**config.mk**
```make
export PLATFORM = sky130hd
export DESIGN_NAME = pwm_dac_stage_flat
export DESIGN_NICKNAME = d
export VERILOG_FILES = /design/src/rtl/fgen_pkg.sv /design/src/rtl/pwm_dac_stage_if.sv /design/src/rtl/pwm_period_counter.sv /design/src/rtl/pwm_dac_stage.sv /design/src/flat_wrapper.sv
export SDC_FILE = /design/constraint.sdc
export NUM_CORES = 1
export LEC_CHECK = 0
export ABC_CLOCK_PERIOD_IN_PS = 4500
export BUFFER_PORTS_ARGS = -buffer_cell sky130_fd_sc_hd__buf_2
export CAP_MARGIN = 20
export CORE_MARGIN = 2
export CORE_UTILIZATION = 43
export DETAILED_ROUTE_END_ITERATION = 8
export PLACE_DENSITY = 0.6
export SYNTH_ARGS = -nofsm -noshare
export SYNTH_HDL_FRONTEND = slang
export SYNTH_SLANG_ARGS = --single-unit
```
**constraint.sdc**
```tcl
create_clock -name clk -period 4.5 [get_ports clk]
set_input_delay 0.45 -clock clk [delete_from_list [all_inputs] [get_ports clk]]
set_output_delay 0.45 -clock clk [all_outputs]
set_load 0.03 [all_outputs]
```
**src/rtl/fgen_pkg.sv**
```systemverilog
// Function generator shared types and constants.
// Used by the PWM output stage and its helpers.
package fgen_pkg;

  localparam int WIDTH_DEF  = 8;
  localparam int AMP_W_DEF  = 4;
  localparam int PERIOD_MAX = 254;

  typedef enum logic {
    IDLE,
    RUN
  } state_t;

  // A period of 2^w-1 cycles ends at count 2^w-2.
  function automatic int period_max(input int w);
    return (1 << w) - 2;
  endfunction

endpackage

```
**src/rtl/pwm_dac_stage_if.sv**
```systemverilog
// Sample stream and PWM output bundle between
// the waveform generator and the PWM output stage.
interface pwm_dac_stage_if
  import fgen_pkg::*;
#(
  parameter int WIDTH = WIDTH_DEF,
  parameter int AMP_W = AMP_W_DEF
);

  logic             en;
  logic [WIDTH-1:0] sample;
  logic [AMP_W-1:0] amp;
  logic             pwm_out;
  logic             tick;
  logic             busy;

  modport master (
    output en,
    output sample,
    output amp,
    input  pwm_out,
    input  tick,
    input  busy
  );

  modport slave (
    input  en,
    input  sample,
    input  amp,
    output pwm_out,
    output tick,
    output busy
  );

endinterface

```
**src/rtl/pwm_period_counter.sv**
```systemverilog
// Free-running period counter 0..MAX with wrap
// and zero flags; held at zero while disabled.
module pwm_period_counter
  import fgen_pkg::*;
#(
  parameter int W   = WIDTH_DEF,
  parameter int MAX = PERIOD_MAX
) (
  input  logic         clk,
  input  logic         rst,
  input  logic         en,
  output logic [W-1:0] cnt,
  output logic         wrap,
  output logic         zero
);

  assign wrap = (cnt == W'(MAX));
  assign zero = (cnt == '0);

  always_ff @(posedge clk or negedge rst) begin
    if (!rst) begin
      cnt <= '0;
    end else if (!en || wrap) begin
      cnt <= '0;
    end else begin
      cnt <= cnt + 1'b1;
    end
  end

endmodule

```
**src/rtl/pwm_dac_stage.sv**
```systemverilog
// PWM output stage: amplitude-scales each sample
// and plays it as one fixed-length PWM period.
module pwm_dac_stage
  import fgen_pkg::*;
#(
  parameter int WIDTH = WIDTH_DEF,
  parameter int AMP_W = AMP_W_DEF
) (
  input  logic          clk,
  input  logic          rst,
  pwm_dac_stage_if.slave bus
);

  localparam int PROD_W = WIDTH + AMP_W + 1;

  state_t           state_q;
  state_t           state_d;
  logic             load;
  logic             run;
  logic [WIDTH-1:0] cnt;
  logic             wrap;
  logic             zero;
  logic [WIDTH-1:0] duty;
  logic [AMP_W:0]   amp_p1;
  logic [PROD_W-1:0] prod;
  logic [WIDTH-1:0] scaled;

  // amp+1 in 1..2^AMP_W, so full scale is unity gain.
  assign amp_p1 = {1'b0, bus.amp} + 1'b1;
  assign prod   = PROD_W'(bus.sample)
                * PROD_W'(amp_p1);
  assign scaled = WIDTH'(prod >> AMP_W);

  assign run = (state_q == RUN);

  pwm_period_counter #(
    .W   (WIDTH),
    .MAX (period_max(WIDTH))
  ) u_cnt (
    .clk  (clk),
    .rst  (rst),
    .en   (run),
    .cnt  (cnt),
    .wrap (wrap),
    .zero (zero)
  );

  always_ff @(posedge clk or negedge rst) begin
    if (!rst) begin
      state_q <= IDLE;
    end else begin
      state_q <= state_d;
    end
  end

  // A stop request only takes effect at the wrap.
  always_comb begin
    state_d = state_q;
    load    = 1'b0;
    unique case (state_q)
      IDLE: begin
        if (bus.en) begin
          state_d = RUN;
          load    = 1'b1;
        end
      end
      RUN: begin
        if (wrap) begin
          if (bus.en) begin
            load = 1'b1;
          end else begin
            state_d = IDLE;
          end
        end
      end
      default: state_d = IDLE;
    endcase
  end

  always_ff @(posedge clk or negedge rst) begin
    if (!rst) begin
      duty <= '0;
    end else if (load) begin
      duty <= scaled;
    end
  end

  assign bus.pwm_out = run && (cnt < duty);
  assign bus.tick    = run && zero;
  assign bus.busy    = run;

endmodule

```
**src/flat_wrapper.sv**
```systemverilog
// flat-port wrapper written by rule: the top's interface ports become plain ports
module pwm_dac_stage_flat import fgen_pkg::*;
#(
  parameter int WIDTH = WIDTH_DEF,
  parameter int AMP_W = AMP_W_DEF
)
  (clk, rst, bus_en, bus_sample, bus_amp, bus_pwm_out, bus_tick, bus_busy);
  pwm_dac_stage_if #(.WIDTH(WIDTH), .AMP_W(AMP_W)) bus_i ();
  input  logic clk;
  input  logic rst;
  input wire logic [$bits(bus_i.en)-1:0] bus_en;
  input wire logic [$bits(bus_i.sample)-1:0] bus_sample;
  input wire logic [$bits(bus_i.amp)-1:0] bus_amp;
  output wire logic [$bits(bus_i.pwm_out)-1:0] bus_pwm_out;
  output wire logic [$bits(bus_i.tick)-1:0] bus_tick;
  output wire logic [$bits(bus_i.busy)-1:0] bus_busy;
  assign bus_i.en = bus_en;
  assign bus_i.sample = bus_sample;
  assign bus_i.amp = bus_amp;
  assign bus_pwm_out = bus_i.pwm_out;
  assign bus_tick = bus_i.tick;
  assign bus_busy = bus_i.busy;
  pwm_dac_stage #(.WIDTH(WIDTH), .AMP_W(AMP_W)) u_core (.clk(clk), .rst(rst), .bus(bus_i));
endmodule
```
== Word level (Yosys, flattened, before mapping) ==
Index checks and enable logic that the tools add are counted.
Widths: inputs -> output; s select.
Operators by class
  $add $sub $neg: 2
  multiply operators: 1
  order comparisons: 1
  equal/unequal tests: 1
  mux-type cells: 6
  bitwise gates (word level): 1
  reductions and logical operators: 5
Operators with widths (count)
  $mul 8x5->12: 1
  $add 8x1->8 const B: 1
  $eq 8x8->1 const B: 1
  $logic_not 8->1: 1
  $lt 8x8->1: 1
  $mux 8: 1
  $add 4x1->5 const B: 1
  $pmux 1 s2: 2
  $mux 1: 3
  $logic_and 1x1->1: 2
  $logic_not 1->1: 1
  $logic_or 1x1->1: 1
  $not 1->1: 1
Storage, ports and cells
  register bits after elaboration: 17
  bits of input ports: 15
  logic and storage cells: 20

== Depth between registers and ports, before layout ==
Gate-level depths: netlist of run 1.
  word-level depth: 3
  mapped depth: 17
  mapped depth without buffers: 15

== Modules after synthesis ==
Synthesis of run 1 repeated with hierarchy kept, for this count alone.
Unflattened totals
  cell total of the unflattened synthesis: 240
  area total of the unflattened synthesis: 2169.6 um^2
By module, submodules not included
  pwm_dac_stage: instances 1, cells an instance 195, area each 1714.1 um^2, sequential area each 225.2 um^2
  pwm_period_counter: instances 1, cells an instance 45, area each 455.4 um^2, sequential area each 200.2 um^2

== Least setup slack after synthesis of run 1 ==
Ideal clock, no wire load.
  path kind: in2reg
  start point: input port bus_amp[0]
  end point: register u_core.duty[5]
  library setup time: 0.137 ns
  data arrival time: 3.966 ns
  required time: 4.363 ns
  slack: 0.396 ns
  stages: 16
  path buffers: 2
  cell sequence: ha_1 > and3_1 > clkbuf_1 > and2_1 > fa_1 > fa_1 > inv_1 > fa_1 > inv_1 > ha_1 > clkbuf_1 > a21o_1 > a21o_1 > a21oi_1 > a211o_1 > o221ai_1
Between the ends
  longest elaborated chain between the ends: 2
RTL lines
  start, declared: RTL line flat_wrapper.sv:13  | input wire logic [$bits(bus_i.amp)-1:0] bus_amp;
  $add 4x1->5: RTL line pwm_dac_stage.sv:29  | assign amp_p1 = {1'b0, bus.amp} + 1'b1;
  $mul 8x5->12: RTL line pwm_dac_stage.sv:31  | * PROD_W'(amp_p1);
  end signal, assigned: RTL line pwm_dac_stage.sv:84  | duty <= scaled;
  end, declared: RTL line pwm_dac_stage.sv:23  | logic [WIDTH-1:0] duty;
Every way passes these cells.
A chain may end at the register's enable or synchronous reset.

== Final worst setup path of run 1 ==
  start point: input port bus_amp[0]
  end point: register u_core.duty[7]
The elaborated chain is that of the path after synthesis.

==> results of run 1 <==
registers in the layout, indices dropped and copies added, names as in the netlist:
register / count
u_core.duty: 8
u_core.bus.busy: 1
u_core.u_cnt.cnt: 8
metal layers:
metal	vias up	track usage (%)	share of wire (%)
li1	819	-	-
met1	776	24.89	50
met2	18	25.69	46
met3	4	3.429	2.2
met4	0	2.424	1.0
met5	-	0	0
power by group:
| part | switching (mW) | internal (mW) | leakage, nW |
|---|---|---|---|
| Sequential | 0 | 0.153 | 0.202 |
| Clock | 0.0528 | 0.0628 | 0.0228 |
| Combinational | 0.149 | 0.119 | 1.01 |
| Total | 0.202 | 0.335 | 1.24 |
stage by stage:
| stage | setup slack, ps | std cells | util (%) |
|---|---|---|---|
| floorplan | 396.5 | 234 | - |
| global placement | 106.3 | 305 | 47.97 |
| detailed placement | 60.42 | 305 | 47.97 |
| CTS | 323.2 | 309 | 48.93 |
| global route | 72.58 | 309 | 48.93 |
| finish | 339.4 | 309 | 48.93 |
worst paths after layout:
path | end | cells past startpoint
max | u_core.duty[7]$_DFFE_PN0P_ | 15
min | u_core.duty[4]$_DFFE_PN0P_ | 1
max reg2reg | u_core.duty[5]$_DFFE_PN0P_ | 5
min reg2reg | u_core.duty[3]$_DFFE_PN0P_ | 2
max in group asynchronous | u_core.duty[2]$_DFFE_PN0P_ | 1
min in group clk | u_core.bus.busy$_DFF_PN0_ | 2
cell families after synthesis:
group | share of synthesized area (%)
and+or+nand+nor | 20.92
buffers and inverters | 7.195
DFF | 20.38
AOI/OAI and AO/OA | 12.89
adders and majority gates | 32.73
xor gates and xnor gates | 5.875
placed cells by master (no fill, tap or decap), types with 6 or more instances in the layout:
cell	n
buf_2	17
a21o_1	10
nor2_1	10
dfrtp_1	17
xor2_1	6
ha_1	29
nand2b_1	7
inv_1	35
fa_1	16
nand2_1	23
xnor2_1	8
and2_1	20
critical path, delay by kind of cell:
kind / cells / cell delay (ps)
adder cells (fa/ha/maj): 5 / 2110
AND/OR/NAND/NOR: 4 / 860
AO/OA/AOI/OAI: 3 / 670
buffers and inverters: 3 / 240
synthesized netlist by cell type, types with 2 or more instances:
master and instances:
xor2_1 6, clkbuf_1 3, o21ai_0 5, a31oi_1 2
and3_1 2, inv_1 35, nor2_1 10, nand2_1 23
and2_1 20, fa_1 16, nand2b_1 7, a21o_1 10
a31o_2 2, and4_1 2, dfrtp_1 17, a21oi_1 5
nand4_1 5, nor2b_1 2, ha_1 29, a211o_1 3
and4b_1 2, nand3_1 5, xnor2_1 8
area by class of cell:
class / instances / area [sq um] / share of cell area [%]
Timing Repair Buffer: 21 / 115.1 / 5.014
Tap cell: 54 / 67.56 / 2.943
Inverter: 35 / 131.4 / 5.722
Sequential cell: 17 / 425.4 / 18.53
Clock buffer: 4 / 45.04 / 1.962
Multi-Input combinational cell: 178 / 1511 / 65.83
==> run summary, run 1 <==
die height = 73.67 um
post-CTS setup buffers = 0
worst-path cell chain = buf_2 > ha_1 > and3_1 > and2_1 > fa_1 > fa_1 > inv_1 > fa_1 > inv_1 > ha_1 > and4_1 > a22o_1 > nand4_1 > a31o_2 > a31oi_1
WP data arrival = 4340 ps
Starting Density = 44.48%
maximum fanout along the worst path = 9
routability cong. = 0.7425
Worst slew margin = 71.55%
Pwr Total = 0.5369 mW
endpoints failing hold = 0
routed vias/inst = 5.233
FF-to-FF Start = u_core.u_cnt.cnt[2]$_DFF_PN0_
CP startpoint = bus_amp[0]
PwrDens = 233.9 nW/um^2
synth top area cells = dfrtp_1, ha_1, fa_1, inv_1, and2_1
Die X = 73.67 um
Post-synth ARST share = 100.0%
number of DRC markers in iteration 0 = 67
number of flops mapped to enable cells by yosys = 0
CTS max path bufs = 2
status = complete, no violations
core area = 4692 sq um
Mapped Nets = 294
post-synthesis cell area = 2087 sq um
Pre-antenna DRT Iters = 4
reg2reg setup slack = 2570 ps
Avg Synthesized Cell Area = 8.919 sq um
total CTS buffers = 3
overall routing resource usage = 16.75%
IO buf count = 17
Routed WL = 3881 um
crit path time final = 4161 ps
CP max-delay cell = fa_1
post-cts hold buffer count = 0
fill count = 471
Synth top area share = 20.38%
grt ovf = 0
H-tree depth = 1
Critical Path End Type = flop
RSZ-0062 raised after global routing = false
slew at the pin closest to its max-slew limit = 426.7 ps
ANT cells = 0
initial antenna violation count = 0
Final period util = 92.46%
Yosys reg bits = 17
Hold Worst Slack = 121.8 ps
Syn Inst Count = 234
largest net degree at the start of global routing = 18
Worst Skew = 6.786 ps
vias in the first global route = 1,597
Setup CP Type = input pin to flop
max incr delay on CP = 540 ps
DP Wirelength = 3194 um
final net count = 316
setup TNS = 0 ps
I/O Pins = 18
root buffer cell = clkbuf_8
die area = 5427 sq um
Layout area overhead = 10.01%
Worst EP required = 4680 ps
CTS sink count = 17
sequential area share after synthesis = 20.38%
Clock transition at path regs = 70 ps
Syn. warnings = 0
DRC = 0
share of cells above drive strength 1 = 10.98%
Rows = 25
leak pwr = 1.235 nW
Final Slew Violations = 0
Placed Area = 2251 sq um
fin area = 2296 sq um
post-synth top area cell = dfrtp_1
Max Clk Rate = 0.2403 GHz
WL per Instance = 12.56 um
Setup-failing EPs final = 0
post-CTS sizing = 0
ANT nets after route = 0
Hold Path Class = input pin to async pin
CTS tree = done
max cap viols = 0
first-pass GRT wire length = 7169 um
CP dominant cell by count = fa_1
startpoint types = input pin
Clock Latency Late Sink = 250 ps
via count = 1,617
synth unique cells = 38
Most used DFF post-synth = dfrtp_1
Max VDD drop = 0.1026 mV
Power figures use the tool's default switching activity.
==> inputs of run 2 (changes only) <==
--- a/config.mk
+++ b/config.mk
@@ -9,9 +9,9 @@
 export BUFFER_PORTS_ARGS = -buffer_cell sky130_fd_sc_hd__buf_2
 export CAP_MARGIN = 20
 export CORE_MARGIN = 2
-export CORE_UTILIZATION = 43
+export CORE_UTILIZATION = 60
 export DETAILED_ROUTE_END_ITERATION = 8
-export PLACE_DENSITY = 0.6
+export PLACE_DENSITY = 0.79
 export SYNTH_ARGS = -nofsm -noshare
 export SYNTH_HDL_FRONTEND = slang
 export SYNTH_SLANG_ARGS = --single-unit
==> run summary, run 2 (synthesized netlist as in run 1, its figures left out) <==
final net count = 315
first-pass GRT wire length = 7044 um
CTS sink count = 17
worst-path cell chain = buf_2 > ha_1 > and3_1 > and2_1 > fa_1 > fa_1 > inv_1 > fa_1 > inv_1 > ha_1 > and4_1 > a221oi_1 > o21bai_1 > xnor2_1 > o21ai_0
max cap viols = 0
post-CTS setup buffers = 0
Worst slew margin = 71.13%
largest net degree at the start of global routing = 18
WP depth = 15
endpoints failing hold = 0
Final Slew Violations = 0
Starting Density = 62.54%
Critical Path End Type = flop
worst setup path endpoint = u_core.duty[4]$_DFFE_PN0P_
I/O Pins = 18
post-CTS sizing = 0
WL per Instance = 12.11 um
CTS max path bufs = 2
routed vias/inst = 5.447
Final period util = 91.54%
initial antenna violation count = 0
delay-heaviest family, CP = adder cells
Clock transition at path regs = 100 ps
H-tree depth = 1
Worst Slack Setup Final = 380.5 ps
Max Clk Rate = 0.2428 GHz
Worst EP required = 4710 ps
Worst Skew = 12.48 ps
RSZ-0062 raised after global routing = false
leak pwr = 1.225 nW
crit path time final = 4119 ps
Placed Area = 2233 sq um
routability cong. = 0.7915
Rows = 21
share of cells above drive strength 1 = 11.02%
post-cts hold buffer count = 0
FF+latch area = 425.4 sq um
core area = 3337 sq um
FF-to-FF Start = u_core.u_cnt.cnt[2]$_DFF_PN0_
slew at the pin closest to its max-slew limit = 433.1 ps
fill count = 291
setup TNS = 0 ps
grt ovf = 0
die height = 62.98 um
fin area = 2261 sq um
CP dominant cell by count = fa_1
root buffer cell = clkbuf_4
Pre-antenna DRT Iters = 4
Hold Path Class = input pin to async pin
most frequent cells in the layout = inv_1, ha_1, nand2_1, and2_1
status = complete, no violations
startpoint types = input pin
vias in the first global route = 1,652
crit path buf inv count = 3
Multi-input gate area = 1511 sq um
total CTS buffers = 3
capturing point of the worst reg2reg path = u_core.duty[5]$_DFFE_PN0P_
Clock Latency Late Sink = 290 ps
IO buf count = 17
Die X = 62.98 um
CP startpoint = bus_amp[0]
reg2reg path depth = 5
Setup CP Type = input pin to flop
PwrDens = 220.9 nW/um^2
non-filler instance count after layout = 300
die area = 3966 sq um
DRC = 0
CTS tree = done
via count = 1,634
WP data arrival = 4330 ps
overall routing resource usage = 21.48%
dpl cells = 296
Layout area overhead = 8.333%
Routed WL = 3634 um
dpl ws = 76.13 ps
CP max-delay cell = fa_1
ANT cells = 0
DP Wirelength = 3011 um
ANT nets after route = 0
Setup-failing EPs final = 0
maximum fanout along the worst path = 9
number of DRC markers in iteration 0 = 91
Final Util = 67.75%
max incr delay on CP = 540 ps
reg2reg setup slack = 2550 ps
commonest non-fill, non-tap cell in the layout = inv_1
Max VDD drop = 0.1676 mV
[run 2: cell types whose count changed in the layout (fill, tap and decap cells not counted), sizes merged]
cell and delta:
buf -1, clkbuf -1, clkinv +1
[run 2: area by class of cell]
class / count / share of cell area [%]
inverter: 35 / 5.811
sequential: 17 / 18.82
timing repair buffer: 20 / 4.759
tap: 46 / 2.546
clock inverter: 1 / 0.2214
clock buffer: 3 / 0.9961
multi-input combinational: 178 / 66.85
[run 2: per-layer routing]
metal | part of all wire [%] | track usage, % | up-vias
li1 | - | - | 820
met1 | 51 | 30.85 | 785
met2 | 46 | 36.17 | 29
met3 | 2.9 | 2.703 | 0
met4 | 0 | 1.667 | 0
met5 | 0 | 0 | -
[run 2: worst min-delay path by stage]
| stage | end | cells after the start | start |
|---|---|---|---|
| finish | u_core.u_cnt.cnt[1]$_DFF_PN0_ | 1 | rst |
| floorplan | u_core.bus.busy$_DFF_PN0_ | 0 | rst |
| detailed placement | u_core.u_cnt.cnt[5]$_DFF_PN0_ | 1 | rst |
| global placement | u_core.u_cnt.cnt[5]$_DFF_PN0_ | 1 | rst |
| CTS | u_core.u_cnt.cnt[5]$_DFF_PN0_ | 1 | rst |
| global route | u_core.u_cnt.cnt[5]$_DFF_PN0_ | 1 | rst |
[run 2: worst register-to-register path, cell delays in order, from the launching register on]
cell and delay, ps:
dfrtp_1 480, and4_1 280, a41o_1 450, and2_0 400, nand2_1 90, o221ai_1 150
[run 2: stage by stage]
step           hold WS, ps  power, mW
2_1_floorplan        154.4     0.3607
3_3_place_gp         395.2     0.4175
3_5_place_dp         391.2     0.4219
4_1_cts              65.13     0.5029
5_1_grt              69.30     0.5551
6_report             52.99     0.4994
[run 2: power by group]
part	switching, mW	internal [mW]	leakage [nW]	total [mW]
registers	0	0.153	0.202	0.153
clock network	0.0475	0.0330	0.0177	0.0805
logic	0.148	0.118	1.01	0.266
